## config.mk

```make
export PLATFORM = sky130hd
export DESIGN_NAME = rom_prefetch_buffer
export DESIGN_NICKNAME = d
export VERILOG_FILES = /design/src/rtl/rom_prefetch_buffer.sv
export SDC_FILE = /design/constraint.sdc
export NUM_CORES = 1
export LEC_CHECK = 0
export BUFFER_PORTS_ARGS = -buffer_cell sky130_fd_sc_hd__buf_2
export CAP_MARGIN = 20
export CORE_MARGIN = 4
export CORE_UTILIZATION = 40
export CTS_BUF_LIST = sky130_fd_sc_hd__clkbuf_8
export CTS_CLUSTER_SIZE = 28
export DETAILED_ROUTE_END_ITERATION = 8
export PLACE_DENSITY = 0.58
export SYNTH_ARGS = -nofsm -noshare
export SYNTH_HDL_FRONTEND = slang
export SYNTH_SLANG_ARGS = --single-unit
```

## constraint.sdc

```tcl
create_clock -name clk -period 18.85 [get_ports clk]
set_input_delay 2.8275 -clock clk [delete_from_list [all_inputs] [get_ports clk]]
set_output_delay 2.8275 -clock clk [all_outputs]
set_load 0.05 [all_outputs]
```

## src/rtl/rom_prefetch_buffer.sv

```systemverilog
// rom_prefetch_buffer: sliding-window prefetch buffer between the cartridge ROM bus and the
// QSPI flash controller. Sequential flash bytes stream into a small circular buffer, and ROM
// reads that fall inside the window are served from it. A read outside the window restarts
// the stream at the requested address and freezes the core until that byte arrives.
//
// Optional build macro: ROM_PREFETCH_STATS_EN adds saturating hit/miss counters on
// hit_count/miss_count. Without it both ports are tied to zero.
module rom_prefetch_buffer #(
  parameter int unsigned DEPTH       = 8,
  parameter int unsigned KEEP_BEHIND = 2
) (
  input  logic        clk,
  input  logic        rst_n,
  input  logic [7:0]  bank,
  input  logic        rom_read,
  input  logic        rom_cycle,
  input  logic [11:0] rom_address,
  output logic [7:0]  rom_data,
  output logic        wait_for_memory,
  output logic [23:0] spi_addr,
  output logic        spi_start_read,
  output logic        spi_stop_read,
  output logic        spi_stall_read,
  input  logic [7:0]  spi_data,
  input  logic        spi_data_ready,
  input  logic        spi_busy,
  output logic [15:0] hit_count,
  output logic [15:0] miss_count
);

  localparam int unsigned IdxW = $clog2(DEPTH);
  localparam int unsigned CntW = IdxW + 1;

  typedef enum logic [1:0] {
    StIdle,
    StStream,
    StDone
  } state_e;

  state_e          state_q, state_d;
  logic [11:0]     base_q, base_d;
  logic [CntW-1:0] count_q, count_d;
  logic            data_valid_q, data_valid_d;
  logic            miss_pending_q, miss_pending_d;
  logic [7:0]      rom_data_q, rom_data_d;
  logic            ready_prev_q;
  logic [7:0]      bank_q;
  logic [7:0]      buf_q [DEPTH];

  logic [11:0]     fill_addr;
  logic [11:0]     offset;
  logic            hit_now;
  logic            same_pending;
  logic            miss_now;
  logic [CntW-1:0] slide_amt;
  logic            room;
  logic            byte_edge;
  logic            accept;
  logic            fill_last;
  logic            start_pulse;
  logic            stop_pulse;

  // Bit 4 of the bank byte does not take part in the flash address.
  logic unused_bank;
  assign unused_bank = bank[4];

  assign fill_addr    = base_q + 12'(count_q);
  assign offset       = rom_address - base_q;
  assign hit_now      = rom_read && (offset < 12'(count_q));
  // While frozen the core keeps presenting the address we are already fetching.
  assign same_pending = miss_pending_q && (rom_address == base_q);
  assign miss_now     = rom_read && !hit_now && !same_pending;
  assign byte_edge    = spi_data_ready && !ready_prev_q;
  assign fill_last    = (fill_addr == 12'hFFF);

  // Window slide on a hit far enough ahead of base; keeps KEEP_BEHIND bytes below the hit.
  always_comb begin
    slide_amt = '0;
    if (hit_now && (offset > 12'(KEEP_BEHIND))) begin
      slide_amt = CntW'(offset - 12'(KEEP_BEHIND));
    end
  end

  // A full buffer can still take a byte when a slide frees an entry in the same cycle.
  assign room   = (count_q < CntW'(DEPTH)) || (slide_amt != '0);
  // Bytes coinciding with a miss belong to the abandoned stream and are dropped.
  assign accept = (state_q == StStream) && byte_edge && !miss_now && room;

  // Stream control FSM: next state and start/stop strobes.
  always_comb begin
    state_d     = state_q;
    start_pulse = 1'b0;
    stop_pulse  = 1'b0;
    unique case (state_q)
      StIdle: begin
        // Hold off in the miss cycle itself: base/count only settle at the next edge.
        if (!miss_now && !spi_busy &&
            (miss_pending_q || ((count_q < CntW'(DEPTH)) && (fill_addr != 12'h000)))) begin
          start_pulse = 1'b1;
          state_d     = StStream;
        end
      end
      StStream: begin
        if (miss_now) begin
          stop_pulse = 1'b1;
          state_d    = StIdle;
        end else if (accept && fill_last) begin
          // Never stream across the 4K boundary.
          stop_pulse = 1'b1;
          state_d    = StDone;
        end
      end
      StDone: begin
        if (miss_now) begin
          state_d = StIdle;
        end
      end
      default: begin
        state_d = StIdle;
      end
    endcase
  end

  // Window, read data and miss bookkeeping next-state.
  always_comb begin
    base_d         = base_q;
    count_d        = count_q;
    data_valid_d   = data_valid_q;
    miss_pending_d = miss_pending_q;
    rom_data_d     = rom_data_q;
    if (miss_now) begin
      data_valid_d   = 1'b0;
      count_d        = '0;
      base_d         = rom_address;
      miss_pending_d = 1'b1;
    end else begin
      if (hit_now) begin
        rom_data_d   = buf_q[rom_address[IdxW-1:0]];
        data_valid_d = 1'b1;
        base_d       = base_q + 12'(slide_amt);
      end
      count_d = count_q + CntW'(accept) - slide_amt;
      // First byte after a restart is the one the frozen core is waiting for.
      if (accept && miss_pending_q && (count_q == '0)) begin
        rom_data_d     = spi_data;
        data_valid_d   = 1'b1;
        miss_pending_d = 1'b0;
      end
    end
  end

  // State registers with synchronous reset.
  always_ff @(posedge clk) begin
    if (!rst_n) begin
      state_q        <= StIdle;
      base_q         <= '0;
      count_q        <= '0;
      data_valid_q   <= 1'b0;
      miss_pending_q <= 1'b0;
      rom_data_q     <= 8'h00;
      ready_prev_q   <= 1'b0;
    end else begin
      state_q        <= state_d;
      base_q         <= base_d;
      count_q        <= count_d;
      data_valid_q   <= data_valid_d;
      miss_pending_q <= miss_pending_d;
      rom_data_q     <= rom_data_d;
      ready_prev_q   <= spi_data_ready;
    end
  end

  // Bank configuration is only sampled while reset is held.
  always_ff @(posedge clk) begin
    if (!rst_n) begin
      bank_q <= bank;
    end
  end

  // Circular buffer storage; entry for address a lives at a mod DEPTH.
  always_ff @(posedge clk) begin
    if (accept) begin
      buf_q[fill_addr[IdxW-1:0]] <= spi_data;
    end
  end

`ifdef ROM_PREFETCH_STATS_EN
  logic        prev_read_q;
  logic [11:0] prev_addr_q;
  logic [15:0] hit_cnt_q;
  logic [15:0] miss_cnt_q;
  logic        first_class;

  // Only the first cycle of a given read is classified; frozen repeats are ignored.
  assign first_class = rom_read && !(prev_read_q && (rom_address == prev_addr_q));

  // Saturating hit/miss statistics.
  always_ff @(posedge clk) begin
    if (!rst_n) begin
      prev_read_q <= 1'b0;
      prev_addr_q <= '0;
      hit_cnt_q   <= '0;
      miss_cnt_q  <= '0;
    end else begin
      prev_read_q <= rom_read;
      prev_addr_q <= rom_address;
      if (first_class && hit_now && (hit_cnt_q != 16'hFFFF)) begin
        hit_cnt_q <= hit_cnt_q + 16'd1;
      end
      if (first_class && miss_now && (miss_cnt_q != 16'hFFFF)) begin
        miss_cnt_q <= miss_cnt_q + 16'd1;
      end
    end
  end

  assign hit_count  = hit_cnt_q;
  assign miss_count = miss_cnt_q;
`else
  assign hit_count  = 16'h0000;
  assign miss_count = 16'h0000;
`endif

  assign rom_data        = rom_data_q;
  assign wait_for_memory = rom_cycle && !data_valid_q;
  assign spi_addr        = {bank_q[7:5], 1'b1, bank_q[3:0], 4'b0000, fill_addr};
  // Strobes are quiet while reset is held so a reset never emits a stop.
  assign spi_start_read  = start_pulse && rst_n;
  assign spi_stop_read   = stop_pulse && rst_n;
  assign spi_stall_read  = (state_q == StStream) && (count_q == CntW'(DEPTH));

endmodule

```

# ---- After elaboration in Yosys (flattened, before gate mapping)
# Memories as Yosys holds them, arrays and structs flattened.
# Index checks and enable logic that the tools add are counted.
dict set report totals {
  inputBits 34
  out_inout_bits 68
  ramBits 64
  ff_bits 37
  memories 1
  elab_cells 86
}
# name words width read_ports rd_ports_with_merged_regs write_ports line_no
set memory_table {}
lappend memory_table {buf_q 8 8 1 0 1 48} ;# logic [7:0] buf_q [DEPTH];
dict set report op_classes {
  eq_ne 8
  n_bitwise 2
  add_sub_neg 6
  reduce_logical 37
  order_cmp 3
  n_mux 21
}
# cell n
set ops {}
lappend ops {{$add A12 B4 Y12} 2}
lappend ops {{$mux W12} 2}
lappend ops {{$logic_and A1 B1 Y1} 19}
lappend ops {{$mux W8} 2}
lappend ops {{$eq A12 B12 Y1} 1}
lappend ops {{$eq A12 B12 Y1 const B} 1}
lappend ops {{$gt A12 B2 Y1 const B} 1}
lappend ops {{$lt A12 B4 Y1} 1}
lappend ops {{$reduce_bool A12 Y1} 1}
lappend ops {{$sub A12 B12 Y12} 1}
lappend ops {{$mux W1} 11}
lappend ops {{$mux W2} 4}
lappend ops {{$logic_not A1 Y1} 6}
lappend ops {{$pmux W2 S3} 1}
lappend ops {{$reduce_bool A2 Y1} 3}
lappend ops {{$add A4 B1 Y4} 1}
lappend ops {{$eq A4 B4 Y1 const B} 1}
lappend ops {{$logic_not A4 Y1} 1}
lappend ops {{$lt A4 B4 Y1 const B} 1}
lappend ops {{$mux W4} 1}
lappend ops {{$ne A2 B2 Y1 const B} 2}
lappend ops {{$reduce_bool A4 Y1} 1}
lappend ops {{$sub A4 B2 Y4 const B} 1}
lappend ops {{$sub A4 B4 Y4} 1}
lappend ops {{9 further kinds} 11}

# ---- Longest topological paths before layout
# Gate-level depths: netlist of the first run.
dict set report depth {
  depth_word 14
  ltp_mapped 24
  mapped_depth_nobuf 21
}

# ---- Worst setup path after synthesis of the first run
# No wires, ideal clock.
dict set report synth_timing {
  path_kind {input to output}
  start {in rom_address[0]}
  end {out spi_stop_read}
  path_stages 16
  setup_slack_ps 9034
  n_path_buf 3
  arrival_ps 6988
  required_time_ps 16022
  path_cell_list {clkbuf_1 > buf_2 > inv_1 > ha_1 > fa_1 > xnor2_1 > ha_1 > a21oi_1 > o21ai_0 > a221oi_1 > o221a_2 > o2111a_1 > a21o_1 > buf_2 > nand4_1 > a21oi_1}
}
dict set report synth_between {
  elab_chain_cells 14
}
# element line_no
set synth_rtl {}
lappend synth_rtl {{from (decl)} 17} ;# input logic [11:0] rom_address,
lappend synth_rtl {{branches (longest 11 deep; another with $sub A12 B12 Y12)} --}
lappend synth_rtl {{$mux W1 (*)} 104} ;# if (miss_now) begin
lappend synth_rtl {{$mux W1 (*)} 94} ;# unique case (state_q)
lappend synth_rtl {{$logic_and A1 B1 Y1 (*)} 228} ;# assign spi_stop_read = stop_pulse && rst_n;
lappend synth_rtl {{to (decl)} 22} ;# output logic spi_stop_read,
# Every way passes the cells marked *.

# ---- Worst setup path in the final report of the first run
# Same ends and word-level chain as after synthesis.

==> results.json, run 1 <==
{
  "yosys-top-cells-area": "edfxtp_1 (36%), dfxtp_1 (9.8%), mux4_2 (6.1%)",
  "htreeDepth": 3,
  "synthFlopType": "edfxtp_1",
  "outcome": "finished, final reports clean",
  "seqCellArea_sq_mm": 0.00271,
  "finalCritPeriodShare": 0.532,
  "combPwrFrac": 0.209,
  "coreArea_sq_mm": 0.0145,
  "vdd_drop_max_mv": 0.0533,
  "clk_latency_ns": 0.38,
  "yosysWarnings": 0,
  "synth_edf_count": 71,
  "rows": 44,
  "power.internal_w": 0.000320,
  "vias": 4272,
  "power.total_w": 0.000478,
  "die_y_um": 130,
  "nNetsFinal": 656,
  "seq_power_share": 0.506,
  "antenna_found_initial": 0,
  "power_density_mw_per_mm2": 73.7,
  "cts_buffers": 9,
  "detail_route.wl_per_cell_um": 18.7,
  "whs_ns": 0.514,
  "slew_violations": 0,
  "ioPinCount": 102,
  "p_sw_w": 0.000158,
  "power_leakage_nw": 2.57,
  "sw_frac_of_total": 0.331,
  "globalplace.congestion": 0.883,
  "crit_type": "input port to primary output",
  "io_buffers": 63,
  "synth_cells": 535,
  "cts_tree": "done",
  "overflow": 0,
  "drc": 0,
  "dr.pass1.iters": 5,
  "cp_cell_sequence": "buf_2 -> inv_1 -> ha_1 -> fa_1 -> xnor2_1 -> ha_1 -> a21oi_1 -> o21ai_0 -> a221oi_1 -> o221a_2 -> o2111a_1 -> a21o_1 -> nand4_1 -> a21oi_1 -> buf_2",
  "drtAntennaViolNets": 0,
  "ys_ff_latch": 100,
  "antenna_cells": 0,
  "hold_path.class": "register to register",
  "synthArstFlopShare": 0,
  "grt_max_degree": 31,
  "maxCapViolations": 0,
  "synth_top_area_share": 0.358,
  "arrival_ns": 7.21,
  "path_clk_slew_ns": 0.10,
  "pwr-share-clk": 0.285,
  "clock_sinks": 100,
  "critical_path.startpoint_type": "input port",
  "multi_input_area_sq_mm": 0.00288,
  "via_per_inst": 5.48,
  "wl_mm": 14.6,
  "syn_area_per_cell_sq_um": 11.1,
  "die_w_um": 130,
  "grt_pass1_wl_mm": 22.8,
  "fillCellCount": 1352,
  "gr-usage-all-layers": 0.175,
  "fp.dieArea_sq_mm": 0.0169,
  "fin_tns_setup_ns": 0,
  "area_delta_synth_final_pct": 9.10,
  "drt_iter0_markers": 260,
  "relSlewSlack": 0.332,
  "required_ns": 16.02,
  "grt_pass1_vias": 4177,
  "hpwlAfterDp_mm": 10.7,
  "yosysTopAreaCell": "edfxtp_1",
  "cts_max_path_buffers": 2,
  "synthesis.area_sq_mm": 0.00595,
  "worstSetupEndpointType": "primary output",
  "critPathMaxStageDelay_ns": 0.57,
  "cts_root_buffer": "clkbuf_8",
  "drive_gt1_frac": 0.205,
  "setup_violations": 0,
  "hold_viol": 0,
  "start_util": 0.409,
  "cts_hold_buf": 0,
  "yosysSeqAreaShare": 0.456,
  "ctsResizeCount": 0,
  "crit_slowest_cell": "o2111a_1",
  "final.setup_skew_ns": 0.00890,
  "critPathMaxFanout": 18,
  "fmax_ghz": 0.0996,
  "fin_crit_ns": 10.04,
  "cts_setup_buffers": 0,
  "synth.distinct_cells": 69,
  "worst_slew_pin_slew_ns": 1.00,
  "rsz0062_at_grt": "false"
}
==> layout by cell type (no fill, tap or decap), types with 4 or more instances in the layout <==
master and n:
buf_4 5, mux2_2 8, mux4_2 16, and3_1 12, a31oi_1 9, edfxtp_1 71
clkbuf_8 9, nand2_1 24, a22oi_1 8, o31ai_1 10, nor2_1 27, nand2b_1 9
and2_1 7, dfxtp_1 29, o21ai_0 17, xnor2_1 15, inv_1 33, buf_2 63
a21o_1 6, conb_1 37, inv_8 4, o21a_1 10, ha_1 28, fa_1 4
nor2b_1 4, a21oi_1 18, nor4_1 5, nor3_1 8, nand4_1 15, nand3_1 16
or3_1 8
==> worst max-delay path: cells and delay by family <==
family                     cells  cell delay, ns
AOI/OAI and AO/OA              7            1.99
xor gates and xnor gates       1            0.34
adders and majority gates      3            0.96
buffers and inverters          3            0.87
and+or+nand+nor                1            0.21
==> routing by layer <==
layer  vias to the layer above  wire length [um]  GRT usage
li1                       2054                 -          -
met4                         0               269     0.0593
met2                       111              7290      0.298
met3                        23               704     0.0237
met5                         -                 0          0
met1                      2084              6330      0.230
==> power by group through the flow <==
| stage | logic [W] | registers [W] | clock network, W |
|---|---|---|---|
| 6_report | 0.000100 | 0.000242 | 0.000136 |
| 3_3_place_gp | 0.0000990 | 0.000247 | 0 |
| 3_5_place_dp | 0.0000995 | 0.000247 | 0 |
| 4_1_cts | 0.0000999 | 0.000242 | 0.000141 |
| 5_1_grt | 0.000109 | 0.000242 | 0.000149 |
| 2_1_floorplan | 0.0000794 | 0.000250 | 0 |
==> sequential cells by signal, summed over array words and instances, names as in the netlist, named ones only <==
register and cells:
count_q 4, miss_pending_q 1, base_q 11, bank_q 7
state_q 2, ready_prev_q 1, rom_data 8, data_valid_q 1
buf_q 64
==> final timing paths <==
path                                     start            end  slack [ns]  cells past startpoint
worst min register to register      state_q[1]     state_q[1]        0.51                      2
worst max-delay path            rom_address[0]  spi_stop_read        8.81                     15
worst min-delay path                state_q[1]     state_q[1]        0.51                      2
worst max register to register       base_q[1]     base_q[10]       13.27                     20
==> cell usage after synthesis (5+ instances only) <==
master	instances
and3_1	12
clkbuf_1	12
dfxtp_1	29
and2_1	7
nand4_1	15
a21oi_1	18
o21a_1	10
mux2_2	8
nor2_1	27
a21o_1	6
o21ai_0	17
or3_1	8
nand3_1	16
nand2b_1	9
xnor2_1	15
mux4_2	16
nor4_1	5
inv_1	33
a31oi_1	9
nand2_1	24
nor3_1	10
buf_2	9
a22oi_1	8
ha_1	28
o31ai_1	10
buf_4	37
edfxtp_1	71
==> area by class of cell <==
cell class / count / share of cell area
well taps: 184 / 0.0355
repair buffers: 68 / 0.0543
flip-flops and latches: 100 / 0.418
clock buffers: 9 / 0.0191
inverters: 34 / 0.0197
clock inverters: 7 / 0.0100
multi-input cells: 377 / 0.444
==> cell families after synthesis <==
family / after synthesis / synth area share
simple gates: 149 / 0.138
buf+inv: 93 / 0.0839
other cells: 2 / 0.00126
xor+xnor: 21 / 0.0360
flops: 100 / 0.456
mux: 27 / 0.0807
compound gates: 111 / 0.132
fa+ha+maj: 32 / 0.0723
==> through the flow <==
step	std cells	cell area [sq um]	setup slack (ns)	utilization
floorplan	570	6080	9.03	-
global placement	763	6300	8.83	0.434
detailed placement	763	6300	8.80	0.434
CTS	779	6490	8.77	0.447
global route	779	6490	8.55	0.447
finish	779	6490	8.81	0.447
Note: power is estimated with default switching activity, not from simulation.
==> run 2, diff against run 1 <==
- clock period: 18.85 -> 9.3 ns (I/O delays scaled with it)
==> results.json, run 2 (synthesis results as in run 1) <==
{
  "outcome": "finished, final reports clean",
  "grt_pass1_vias": 4214,
  "worstSetupEndpointType": "primary output",
  "pwr-share-clk": 0.310,
  "gr-usage-all-layers": 0.175,
  "nNetsFinal": 657,
  "cts_tree": "done",
  "vdd_drop_max_mv": 0.108,
  "final.setup_skew_ns": 0.0169,
  "drc": 0,
  "fin_tns_setup_ns": 0,
  "grt_max_degree": 39,
  "largest_reg_flops": 64,
  "ioPinCount": 102,
  "critical_path.startpoint_type": "input port",
  "hold_viol": 0,
  "seqCellArea_sq_mm": 0.00271,
  "antenna_cells": 0,
  "detail_route.wl_per_cell_um": 18.8,
  "relSlewSlack": 0.293,
  "coreArea_sq_mm": 0.0145,
  "arrival_ns": 5.96,
  "clk_latency_ns": 0.39,
  "hold_end": "state_q[1]",
  "p_sw_w": 0.000326,
  "via_per_inst": 5.51,
  "fillCellCount": 1392,
  "wl_mm": 14.6,
  "r2r-end": "base_q[10]",
  "final_common_cell": "edfxtp_1",
  "rsz0062_at_grt": "false",
  "htreeDepth": 3,
  "seq_power_share": 0.488,
  "fp.dieArea_sq_mm": 0.0169,
  "drt_iter0_markers": 267,
  "rrSetupSlack_ns": 3.58,
  "worst_slew_pin_slew_ns": 1.06,
  "critPathMaxFanout": 38,
  "fin_cells": 780,
  "fmax_ghz": 0.136,
  "cts_max_path_buffers": 2,
  "rr_worst_depth": 20,
  "die_w_um": 130,
  "sw_frac_of_total": 0.325,
  "cts_hold_buf": 0,
  "final_cell_mix": "edfxtp_1 (71), buf_2 (63), conb_1 (37), inv_1 (33), dfxtp_1 (29)",
  "power.internal_w": 0.000678,
  "overflow": 0,
  "combPwrFrac": 0.202,
  "cts_buffers": 9,
  "grt_pass1_wl_mm": 22.6,
  "crit_type": "input port to primary output",
  "vias": 4299,
  "area_delta_synth_final_pct": 9.86,
  "required_ns": 7.91,
  "finalCritPeriodShare": 0.791,
  "cts_setup_buffers": 0,
  "fin_crit_ns": 7.35,
  "place_ws_ns": 1.96,
  "power_density_mw_per_mm2": 154,
  "power_leakage_nw": 2.60,
  "hold_path.class": "register to register",
  "slew_violations": 0,
  "dr.pass1.iters": 4,
  "start_util": 0.409,
  "maxCapViolations": 0,
  "setup_violations": 0,
  "drtAntennaViolNets": 0,
  "globalplace.congestion": 0.826,
  "rows": 44,
  "path_clk_slew_ns": 0.11,
  "placedCellCount": 763,
  "clock_sinks": 100,
  "ctsResizeCount": 0,
  "startpoint": "rom_address[0]",
  "hold_start": "state_q[1]",
  "multi_input_area_sq_mm": 0.00288,
  "antenna_found_initial": 0,
  "io_buffers": 63,
  "die_y_um": 130,
  "hpwlAfterDp_mm": 10.6,
  "setup_ws_ns": 1.95,
  "holdPathStages": 2,
  "drive_gt1_frac": 0.208,
  "cts_root_buffer": "clkbuf_8",
  "r2r_start": "base_q[1]"
}
-- run 2: worst max-delay path: stages --
cell      delay, ns
buf_2          0.50
inv_1          0.11
ha_1           0.25
fa_1           0.41
xnor2_1        0.34
ha_1           0.31
a21oi_1        0.14
o21ai_0        0.13
a221oi_1       0.32
o221a_2        0.25
o2111a_1       0.55
a21o_1         0.20
buf_4          0.37
nand4_1        0.22
a21oi_1        0.18
buf_2          0.27
-- run 2: worst max-delay path by stage --
stage | endpoint | slack, ns | depth (start not counted)
global route | spi_stop_read | 1.50 | 16
floorplan | spi_stop_read | 2.35 | 16
CTS | spi_stop_read | 1.93 | 16
detailed placement | spi_stop_read | 1.96 | 16
global placement | spi_stop_read | 1.99 | 16
finish | spi_stop_read | 1.95 | 16
-- run 2: power groups by stage --
| stage | Sequential (W) | Clock, W | Combinational [W] |
|---|---|---|---|
| detailed placement | 0.000500 | 0 | 0.000202 |
| floorplan | 0.000507 | 0 | 0.000161 |
| finish | 0.000490 | 0.000311 | 0.000203 |
| global placement | 0.000500 | 0 | 0.000200 |
| CTS | 0.000490 | 0.000319 | 0.000203 |
| global route | 0.000491 | 0.000335 | 0.000221 |
-- run 2: area by class of cell --
type	count	area share
Clock buffer	9	0.0189
Clock inverter	7	0.0157
Inverter	34	0.0195
Multi-Input combinational cell	377	0.441
Sequential cell	100	0.415
Tap cell	184	0.0352
Timing Repair Buffer	69	0.0551
-- run 2: metal layers --
| metal | vias up | global-route usage | routed length, um | part of all wire |
|---|---|---|---|---|
| li1 | 2053 | - | - | - |
| met1 | 2083 | 0.225 | 6210 | 0.42 |
| met2 | 130 | 0.295 | 7300 | 0.50 |
| met3 | 33 | 0.0299 | 700 | 0.048 |
| met4 | 0 | 0.0721 | 429 | 0.029 |
| met5 | - | 0 | 0 | 0 |
-- run 2: stage by stage --
stage,hold slack (ns),util,total power (W),instance area (sq um)
finish,0.512,0.450,0.00100,6540
global placement,0.478,0.434,0.000700,6300
global route,0.529,0.450,0.00105,6540
detailed placement,0.489,0.434,0.000702,6300
floorplan,0.460,-,0.000668,6080
CTS,0.507,0.449,0.00101,6530
==> run 3, diff against run 2 <==
- PLACE_DENSITY: 0.58 -> 0.6
- clock period: 9.3 -> 6.7 ns (I/O delays scaled with it)
==> results.json, run 3 (synthesis results as in run 1) <==
{
  "globalplace.congestion": 0.886,
  "fillCellCount": 1394,
  "endpoint": "spi_stop_read",
  "antenna_found_initial": 0,
  "vdd_drop_max_mv": 0.175,
  "drt_iter0_markers": 346,
  "grt_max_degree": 23,
  "wl_met2_mm": 7.25,
  "whs_ns": 0.510,
  "wl_mm": 14.6,
  "dr.pass1.iters": 4,
  "drtAntennaViolNets": 0,
  "sw_frac_of_total": 0.322,
  "hold_viol": 0,
  "area_delta_synth_final_pct": 10.9,
  "cts_tree": "done",
  "cts_root_buffer": "clkbuf_8",
  "r2r-end": "count_q[3]",
  "die_y_um": 130,
  "slew_violations": 0,
  "fp.dieArea_sq_mm": 0.0169,
  "placed_cell_area_sq_mm": 0.00638,
  "io_buffers": 63,
  "ioPinCount": 102,
  "cts_max_path_buffers": 2,
  "power_leakage_nw": 2.65,
  "grt_pass1_vias": 4237,
  "fin_tns_setup_ns": 0,
  "critPathMaxStageDelay_ns": 0.47,
  "setup_violations": 0,
  "final.setup_skew_ns": 0.0215,
  "multi_input_area_sq_mm": 0.00287,
  "cp_cell_sequence": "buf_2 -> inv_1 -> fa_1 -> xnor2_1 -> ha_1 -> a21oi_1 -> o21ai_0 -> a221oi_1 -> o221a_2 -> o2111ai_2 -> buf_4 -> o41ai_2 -> nand4_1 -> a21oi_1 -> buf_2",
  "drc": 0,
  "finalCritPeriodShare": 0.869,
  "rrSetupSlack_ns": 1.42,
  "fmax_ghz": 0.172,
  "die_w_um": 130,
  "clk_latency_ns": 0.39,
  "htreeDepth": 3,
  "path_clk_slew_ns": 0.10,
  "highest_layer": "met4",
  "worstSetupEndpointType": "primary output",
  "final_common_cell": "edfxtp_1",
  "start_util": 0.409,
  "cts_hold_buf": 0,
  "power_density_mw_per_mm2": 210,
  "wl_met3_um": 676,
  "design_area_sq_mm": 0.00660,
  "seq_power_share": 0.491,
  "hold_path.class": "register to register",
  "clock_sinks": 100,
  "arrival_ns": 4.81,
  "rr_worst_depth": 20,
  "cts_buffers": 9,
  "via_per_inst": 5.46,
  "critical_path.startpoint_type": "input port",
  "seqCellArea_sq_mm": 0.00271,
  "final_cell_mix": "edfxtp_1 (71), buf_2 (63), conb_1 (37), inv_1 (33), dfxtp_1 (29)",
  "vias": 4311,
  "ctsResizeCount": 0,
  "coreArea_sq_mm": 0.0145,
  "fin_crit_ns": 5.82,
  "cts_setup_buffers": 0,
  "crit_type": "input port to primary output",
  "maxCapViolations": 0,
  "detail_route.wl_per_cell_um": 18.5,
  "relSlewSlack": 0.301,
  "largest_reg_flops": 64,
  "rows": 44,
  "combPwrFrac": 0.204,
  "critPathMaxFanout": 11,
  "overflow": 0,
  "required_ns": 5.69,
  "crit_slowest_cell": "fa_1",
  "p_sw_w": 0.000446,
  "startpoint": "rom_address[1]",
  "power.internal_w": 0.000940,
  "hpwlAfterDp_mm": 10.8,
  "antenna_cells": 0,
  "grt_pass1_wl_mm": 22.6,
  "rsz0062_at_grt": "false",
  "nNetsFinal": 667,
  "worst_slew_pin_slew_ns": 1.05,
  "drive_gt1_frac": 0.218,
  "gr-usage-all-layers": 0.176,
  "outcome": "finished, final reports clean",
  "drt-met1-wl_mm": 6.38,
  "pwr-share-clk": 0.305
}
run 3: metrics by stage:
step | util | worst slack [ns] | power (W) | std cells
after global placement | 0.439 | 0.698 | 0.000973 | 774
after CTS | 0.454 | 0.916 | 0.00140 | 790
after global routing | 0.454 | 0.576 | 0.00145 | 790
after detailed placement | 0.439 | 0.673 | 0.000975 | 774
final | 0.454 | 0.881 | 0.00139 | 790
after floorplan | - | 0.388 | 0.000928 | 570
run 3: layout make-up:
| cell class | instances | area share |
|---|---|---|
| tap | 184 | 0.0349 |
| clock inverter | 7 | 0.0152 |
| sequential | 100 | 0.411 |
| inverter | 34 | 0.0193 |
| multi-input combinational | 377 | 0.435 |
| clock buffer | 9 | 0.0188 |
| timing repair buffer | 79 | 0.0660 |
run 3: how the worst min path moves through the flow:
stage	startpoint	endpoint	slack, ns	cells after the start
floorplan	state_q[1]	state_q[1]	0.46	2
global placement	state_q[1]	state_q[1]	0.49	2
detailed placement	state_q[1]	state_q[1]	0.49	2
CTS	state_q[1]	state_q[1]	0.51	2
global route	state_q[1]	state_q[1]	0.55	2
finish	state_q[1]	state_q[1]	0.51	2
run 3: worst max-delay path: cells and delay by family:
family / cells / cell delay [ns]
fa+ha+maj: 2 / 0.79
compound gates: 7 / 1.58
xor+xnor: 1 / 0.37
buf+inv: 4 / 0.84
simple gates: 1 / 0.22
run 3: layer usage:
| metal | vias up | track usage |
|---|---|---|
| li1 | 2069 | - |
| met1 | 2119 | 0.223 |
| met2 | 105 | 0.302 |
| met3 | 18 | 0.0393 |
| met4 | 0 | 0.0556 |
| met5 | - | 0 |
run 3: power by group through the flow:
| stage | Combinational (W) | Clock [W] | Sequential, W |
|---|---|---|---|
| after global placement | 0.000279 | 0 | 0.000694 |
| after floorplan | 0.000223 | 0 | 0.000704 |
| after CTS | 0.000282 | 0.000436 | 0.000680 |
| after global routing | 0.000309 | 0.000459 | 0.000682 |
| after detailed placement | 0.000281 | 0 | 0.000694 |
| final | 0.000282 | 0.000423 | 0.000680 |
